## src/rtl/panel_input_pkg.sv

```systemverilog
// rtl/panel_input_pkg.sv - shared constants and helpers for the panel input conditioner
// Purpose: input counts, raw idle levels and the counter-width helper.
// Ports: none (package).
package panel_input_pkg;

  localparam int NUM_KEYS     = 4;
  localparam int NUM_SWITCHES = 10;

  // Raw pin levels when nothing is touched: keys are active-low, switches rest down.
  localparam logic KEY_IDLE    = 1'b1;
  localparam logic SWITCH_IDLE = 1'b0;

  // Bits needed to hold values 0..max_val; never less than one bit.
  function automatic int cnt_width(input int max_val);
    return (max_val < 1) ? 1 : $clog2(max_val + 1);
  endfunction

endpackage

```

## src/rtl/debounce_channel.sv

```systemverilog
// rtl/debounce_channel.sv - one-bit synchroniser, debouncer and edge pulse generator
// Purpose: accepts a new level after DEBOUNCE_CYCLES consecutive disagreeing
//          synchronised samples; optional inversion makes the output active-high.
// Ports:
//   i_clk, i_rst_n  clock, asynchronous active-low reset
//   i_raw           raw asynchronous input
//   o_level         debounced level (after optional inversion)
//   o_rise, o_fall  one-cycle pulses, coincident with the first cycle of the new level
module debounce_channel
  import panel_input_pkg::*;
#(
  parameter int   DEBOUNCE_CYCLES = 500000,
  parameter logic IDLE            = 1'b0,
  parameter logic INVERT          = 1'b0
) (
  input  logic i_clk,
  input  logic i_rst_n,
  input  logic i_raw,
  output logic o_level,
  output logic o_rise,
  output logic o_fall
);

  localparam int              CW   = cnt_width(DEBOUNCE_CYCLES);
  localparam logic [CW-1:0]   LAST = CW'(DEBOUNCE_CYCLES - 1);

  logic          r_sync1;
  logic          r_sync2;
  logic [CW-1:0] r_cnt;
  logic          r_level;
  logic          r_rise;
  logic          r_fall;

  logic w_in;
  logic w_flip;

  assign w_in   = r_sync2 ^ INVERT;
  // The sample at this edge is the DEBOUNCE_CYCLES-th disagreeing one in a row.
  assign w_flip = (w_in != r_level) && (r_cnt == LAST);

  always_ff @(posedge i_clk or negedge i_rst_n) begin
    if (!i_rst_n) begin
      r_sync1 <= IDLE;
      r_sync2 <= IDLE;
      r_cnt   <= '0;
      r_level <= 1'b0;
      r_rise  <= 1'b0;
      r_fall  <= 1'b0;
    end else begin
      r_sync1 <= i_raw;
      r_sync2 <= r_sync1;
      r_rise  <= w_flip & w_in;
      r_fall  <= w_flip & ~w_in;
      if ((w_in == r_level) || w_flip) begin
        r_cnt <= '0;
      end else begin
        r_cnt <= r_cnt + 1'b1;
      end
      if (w_flip) begin
        r_level <= w_in;
      end
    end
  end

  assign o_level = r_level;
  assign o_rise  = r_rise;
  assign o_fall  = r_fall;

endmodule

```

## src/rtl/panel_input_conditioner.sv

```systemverilog
// rtl/panel_input_conditioner.sv - front-panel key/switch conditioner with auto-repeat
// Purpose: debounces 4 active-low keys and 10 switches, produces press/release
//          pulses, key auto-repeat ticks and a switch-change pulse.
// Ports:
//   i_clk, i_rst_n    clock, asynchronous active-low reset
//   i_keys            raw keys, 0 = pressed
//   i_switches        raw switches, 1 = up
//   o_key_level       debounced keys, 1 = pressed
//   o_key_press       one-cycle pulse on debounced press
//   o_key_release     one-cycle pulse on debounced release
//   o_key_repeat      one-cycle auto-repeat tick while held
//   o_switch_level    debounced switches
//   o_switch_change   one-cycle pulse when any debounced switch changes
module panel_input_conditioner
  import panel_input_pkg::*;
#(
  parameter int DEBOUNCE_CYCLES = 500000,
  parameter int HOLD_CYCLES     = 25000000,
  parameter int REPEAT_CYCLES   = 5000000
) (
  input  logic                    i_clk,
  input  logic                    i_rst_n,
  input  logic [NUM_KEYS-1:0]     i_keys,
  input  logic [NUM_SWITCHES-1:0] i_switches,
  output logic [NUM_KEYS-1:0]     o_key_level,
  output logic [NUM_KEYS-1:0]     o_key_press,
  output logic [NUM_KEYS-1:0]     o_key_release,
  output logic [NUM_KEYS-1:0]     o_key_repeat,
  output logic [NUM_SWITCHES-1:0] o_switch_level,
  output logic                    o_switch_change
);

  localparam int HOLD_MAX = (HOLD_CYCLES > REPEAT_CYCLES) ? HOLD_CYCLES : REPEAT_CYCLES;
  localparam int HW       = cnt_width(HOLD_MAX);

  logic [NUM_SWITCHES-1:0] w_sw_rise;
  logic [NUM_SWITCHES-1:0] w_sw_fall;

  for (genvar g = 0; g < NUM_KEYS; g++) begin : g_key
    debounce_channel #(
      .DEBOUNCE_CYCLES (DEBOUNCE_CYCLES),
      .IDLE            (KEY_IDLE),
      .INVERT          (1'b1)
    ) u_chan (
      .i_clk   (i_clk),
      .i_rst_n (i_rst_n),
      .i_raw   (i_keys[g]),
      .o_level (o_key_level[g]),
      .o_rise  (o_key_press[g]),
      .o_fall  (o_key_release[g])
    );
  end

  for (genvar g = 0; g < NUM_SWITCHES; g++) begin : g_sw
    debounce_channel #(
      .DEBOUNCE_CYCLES (DEBOUNCE_CYCLES),
      .IDLE            (SWITCH_IDLE),
      .INVERT          (1'b0)
    ) u_chan (
      .i_clk   (i_clk),
      .i_rst_n (i_rst_n),
      .i_raw   (i_switches[g]),
      .o_level (o_switch_level[g]),
      .o_rise  (w_sw_rise[g]),
      .o_fall  (w_sw_fall[g])
    );
  end

  assign o_switch_change = |(w_sw_rise | w_sw_fall);

  // Auto-repeat: the hold counter is zero throughout the press cycle because
  // the level was low just before it, so counting the press cycle as 1 puts
  // the first tick exactly HOLD_CYCLES after the press. After each tick the
  // counter restarts against REPEAT_CYCLES.
  for (genvar g = 0; g < NUM_KEYS; g++) begin : g_rep
    logic [HW-1:0] r_hold;
    logic          r_repeating;
    logic          r_repeat;
    logic [HW:0]   w_next;
    logic [HW:0]   w_thr;
    logic          w_fire;

    assign w_next = {1'b0, r_hold} + 1'b1;
    assign w_thr  = r_repeating ? (HW+1)'(REPEAT_CYCLES) : (HW+1)'(HOLD_CYCLES);
    assign w_fire = o_key_level[g] && (w_next >= w_thr);

    always_ff @(posedge i_clk or negedge i_rst_n) begin
      if (!i_rst_n) begin
        r_hold      <= '0;
        r_repeating <= 1'b0;
        r_repeat    <= 1'b0;
      end else if (!o_key_level[g]) begin
        r_hold      <= '0;
        r_repeating <= 1'b0;
        r_repeat    <= 1'b0;
      end else if (w_fire) begin
        r_hold      <= '0;
        r_repeating <= 1'b1;
        r_repeat    <= 1'b1;
      end else begin
        r_hold      <= w_next[HW-1:0];
        r_repeat    <= 1'b0;
      end
    end

    // A tick that lands on the release cycle is dropped.
    assign o_key_repeat[g] = r_repeat & ~o_key_release[g];
  end

endmodule
```

## config.mk

```make
export PLATFORM = sky130hd
export DESIGN_NAME = panel_input_conditioner
export DESIGN_NICKNAME = d
export VERILOG_FILES = /design/src/rtl/panel_input_pkg.sv /design/src/rtl/debounce_channel.sv /design/src/rtl/panel_input_conditioner.sv
export SDC_FILE = /design/constraint.sdc
export NUM_CORES = 1
export LEC_CHECK = 0
export CAP_MARGIN = 40
export CORE_MARGIN = 10
export CORE_UTILIZATION = 45
export DETAILED_ROUTE_END_ITERATION = 7
export HOLD_SLACK_MARGIN = 0.03
export PLACE_DENSITY = 0.68
export SLEW_MARGIN = 25
export SYNTH_ARGS = -nofsm -noshare
export SYNTH_HDL_FRONTEND = slang
export SYNTH_SLANG_ARGS = --single-unit
```

## constraint.sdc

```tcl
create_clock -name i_clk -period 5.8 [get_ports i_clk]
set_clock_uncertainty 0.1 [all_clocks]
set_input_delay 0.58 -clock i_clk [delete_from_list [all_inputs] [get_ports i_clk]]
set_output_delay 0.58 -clock i_clk [all_outputs]
set_load 0.03 [all_outputs]
```

==> results.md <==
* Number of buffers between clock root and the deepest sink at 3
* Top FF cell, synth: dfrtp_1
* Count of fill cells added during filler insertion at 4264
* Slew of the pin with the lowest slew margin at approximately 0.8 ns
* Portion of synthesized cell area occupied by the leading cell type at between 40% and 50%
* Share of synthesized flip-flops with an asynchronous set or reset at between 90% and 100%
* Remaining Overflow, GRT at 0
* Fraction of final layout cells sized beyond drive strength 1 at under 10%
* Synthesized netlist net count at 2257
* I/O Pins at 43
* Endpoints failing setup at 0
* Master cell of the clock root buffer: clkbuf_16
* Met2 routing resource usage after global routing at a little under a quarter
* Vias in the first global route at 15100
* Pwr per Cell Area at roughly 270 nW/µm²
* HPWL Detailed at between 20000 and 30000 µm
* Yosys reg bits at 444
* Wire length after detailed routing at 39900 µm
* Max rail drop VDD at between 0.00015 and 0.0002 V
* Count of buffering cells on the critical path with inverters included at 1
* Met3 track demand over resource in global routing at 2.76%
* Cell type with the largest total area after synthesis: dfrtp_1
* Length of the first detailed-routing pass in iterations at 5
* Violation count after the first detailed-routing iteration at between 900 and 1000
* Slew Limit Headroom at 46.5%
* CTS sink cnt at between 400 and 500
* CP required at 6.15 ns
* Worst setup path category: flop to flop
* Post-CTS Setup Repair Bufs at 0
* Total routing usage reported by global routing at 14.0%
* Residual antenna-violating net count after detailed routing at 0
* Placeable core region at between 40000 and 50000 µm²
* Top area cells in the synthesized netlist: dfrtp_1 (50%), xor2_1 (7.4%), nor2_1 (6.6%)
* # diodes at 0
* H-Tree Level Count at 2
* Weighted congestion at the end of routability-driven global placement at roughly 0.83
* Net total in the final layout at around 2300
* Die X-Extent at approximately 240 µm
* Number of maximum-capacitance violations at 0
* Critical path startpoint category: flop
* Count of input and output buffers at 42
* Number of buffers inserted during clock tree synthesis at between 40 and 50
* Die Y-Extent at about 240 µm
* Launch point of the worst reg-to-reg path: g_rep[3].r_hold[0]
* Highest cell delay on the worst timing path at around 0.60 ns
* DRC violation count after routing at 0
* Seq/Total Area, Yosys at 50.8%
* Cell-by-cell trace of the critical path: ha_1 -> nand4_1 -> nor2_1 -> nand4_1 -> nor2_1 -> xor2_1 -> ha_1 -> mux2_4 -> a211oi_4 -> inv_2 -> o31a_1
* Sequential standard cell area at approximately 11000 µm²
* Worst path top cell family by delay: simple AND/OR/NAND/NOR gates
* Clock latency reported for the late side of the worst-skew pair at about 0.58 ns
* Synth Area per Inst at between 10 and 15 µm²
* Floorplan row count at 80
* Max stage delay cell, worst path: a211oi_4
* Data arrival time of the critical path at approximately 4.3 ns
* Final hold violation count at 0
* Synth warn at 0
* Worst Min Path Start: g_sw[4].u_chan.r_sync1
* Crit end category: flop
* Library cells used by synthesis at a little under 80
* DR vias at approximately 15000
* Final worst path period share at about 68%
* Post-Place Cell Area at roughly 23000 µm²
* Post-synth EDFFs at 0
* Post-layout utilization of the core at 51.3%
* Routed wirelength normalized by instance count at between 10 and 15 µm
* Maximum number of pins on one net before global-route repair at 133
* Time the final worst path needs with I/O delays and setup at between 3 and 4 ns
* Area of the die at approximately 58000 µm²
* Fin area at 24600 µm²
* Static leakage at between 10 and 15 nW
* CTS tree: yes
* CP startpoint: g_rep[3].r_hold[0]
* Post-CTS clock slew at the launch and capture registers of the worst setup and hold paths at approximately 0.060 ns
* Routing layer with the top usage in global route: met2
* Run status: complete, no violations
* RSZ-0062 raised after global routing: false
* Area of the mapped netlist at between 20000 and 25000 µm²
* Area growth, synth to finish at 12.2%
* Cells after synthesis at ~2200
* Class of the most critical hold timing path: flop to flop
* Peak fanout along the critical path at 15
* Sum Neg Setup Slack at 0 ns
* Area of the multi-input gates at ~10000 µm²
* First-pass GRT wire length at 70000 µm
* Initial core utilization at 45.7%
* Max-slew violation count at 0
* Routing usage on met1 at 18.2%
* Number of antenna violations at the first check in global routing at 0
* Maximum achievable frequency at 253 MHz
* Vias per inst at roughly 5.2
## cells by family after synthesis
family / after synthesis / synth area share, %
muxes: 19 / 0.954
xor gates and xnor gates: 327 / 13.1
DFF: 444 / 50.8
and+or+nand+nor: 1108 / 25.8
buffers and inverters: 125 / 2.80
AOI/OAI and AO/OA: 110 / 3.55
adders and majority gates: 54 / 3.08
## placed cells by master, fill, tap and decap left out, types with 32 or more instances in the layout
| cell type | synthesis | final |
|---|---|---|
| inv_1 | 45 | 45 |
| clkdlybuf4s50_1 | 0 | 41 |
| nor2_1 | 387 | 387 |
| ha_1 | 54 | 54 |
| xor2_1 | 186 | 186 |
| nor3_1 | 46 | 46 |
| nand3_1 | 147 | 147 |
| nor3b_1 | 32 | 32 |
| xnor2_1 | 141 | 141 |
| nand4_1 | 66 | 66 |
| dfrtp_1 | 436 | 436 |
| nand2_1 | 169 | 169 |
| and3_1 | 69 | 69 |
| clkbuf_16 | 0 | 49 |
## registers in the layout (all words and copies together) (netlist names), 10 cells and up
register	cells
g_sw.u_chan.o_level	10
g_sw.u_chan.o_fall	10
g_sw.u_chan.r_cnt	190
g_rep.r_hold	100
g_key.u_chan.r_cnt	76
g_sw.u_chan.o_rise	10
g_sw.u_chan.r_sync1	10
g_sw.u_chan.r_sync2	10
## what timing repair did
item,4_1_cts,5_1_grt
hold endpoints to repair,0,73
hold buffers,0,1
gates resized for setup,0,0
## per-stage QoR
step / hold slack (ns) / cells / worst slack [ns] / power (mW)
3_5_place_dp: 0.238 / 2773 / 1.84 / 3.38
3_3_place_gp: 0.235 / 2770 / 2.04 / 3.37
4_1_cts: 0.0421 / 2863 / 1.83 / 6.75
6_report: 0.248 / 2866 / 1.85 / 6.64
2_1_floorplan: 0.184 / 2187 / 2.71 / 3.28
5_1_grt: 0.257 / 2866 / 1.49 / 6.90
## routing by layer
| layer | share of wire (%) | wire length, µm |
|---|---|---|
| met1 | 47 | 18800 |
| met2 | 48 | 19100 |
| met3 | 3.3 | 1300 |
| met4 | 1.8 | 714 |
| met5 | 0 | 0 |
## worst paths after layout
| path | end | cells after the start | slack (ns) |
|---|---|---|---|
| min in group asynchronous | g_sw[0].u_chan.r_cnt[3] | 2 | 0.46 |
| worst min register to register | g_sw[4].u_chan.r_sync2 | 0 | 0.25 |
| max in group asynchronous | g_rep[2].r_hold[5] | 4 | 3.69 |
| worst max register to register | g_rep[3].r_repeating | 11 | 1.85 |
| worst min-delay path | g_sw[4].u_chan.r_sync2 | 0 | 0.25 |
| worst max-delay path | g_rep[3].r_repeating | 11 | 1.85 |
## where the power goes
group	total (mW)	internal (mW)	leakage (nW)	switching [mW]
combinational	0.154	0.0445	3.62	0.109
sequential	3.17	3.13	6.10	0.0312
clock	3.32	2.08	0.860	1.25
## Yosys cell counts (all sizes together) (46+ instances only)
master and instances:
xnor2 141, nand2 169, nand4 69, inv 46
xor2 186, nor3 50, buf 51, nor2 388
and3 69, nand3 148, dfrtp 436, ha 54
## cell type report
class	instances	share of cell area, %
repair buffers	52	2.35
inverters	47	0.718
clock inverters	21	1.33
well taps	615	3.13
clock buffers	69	5.82
multi-input cells	1618	41.4
flip-flops and latches	444	45.3
(Power assumes the default switching activity.)
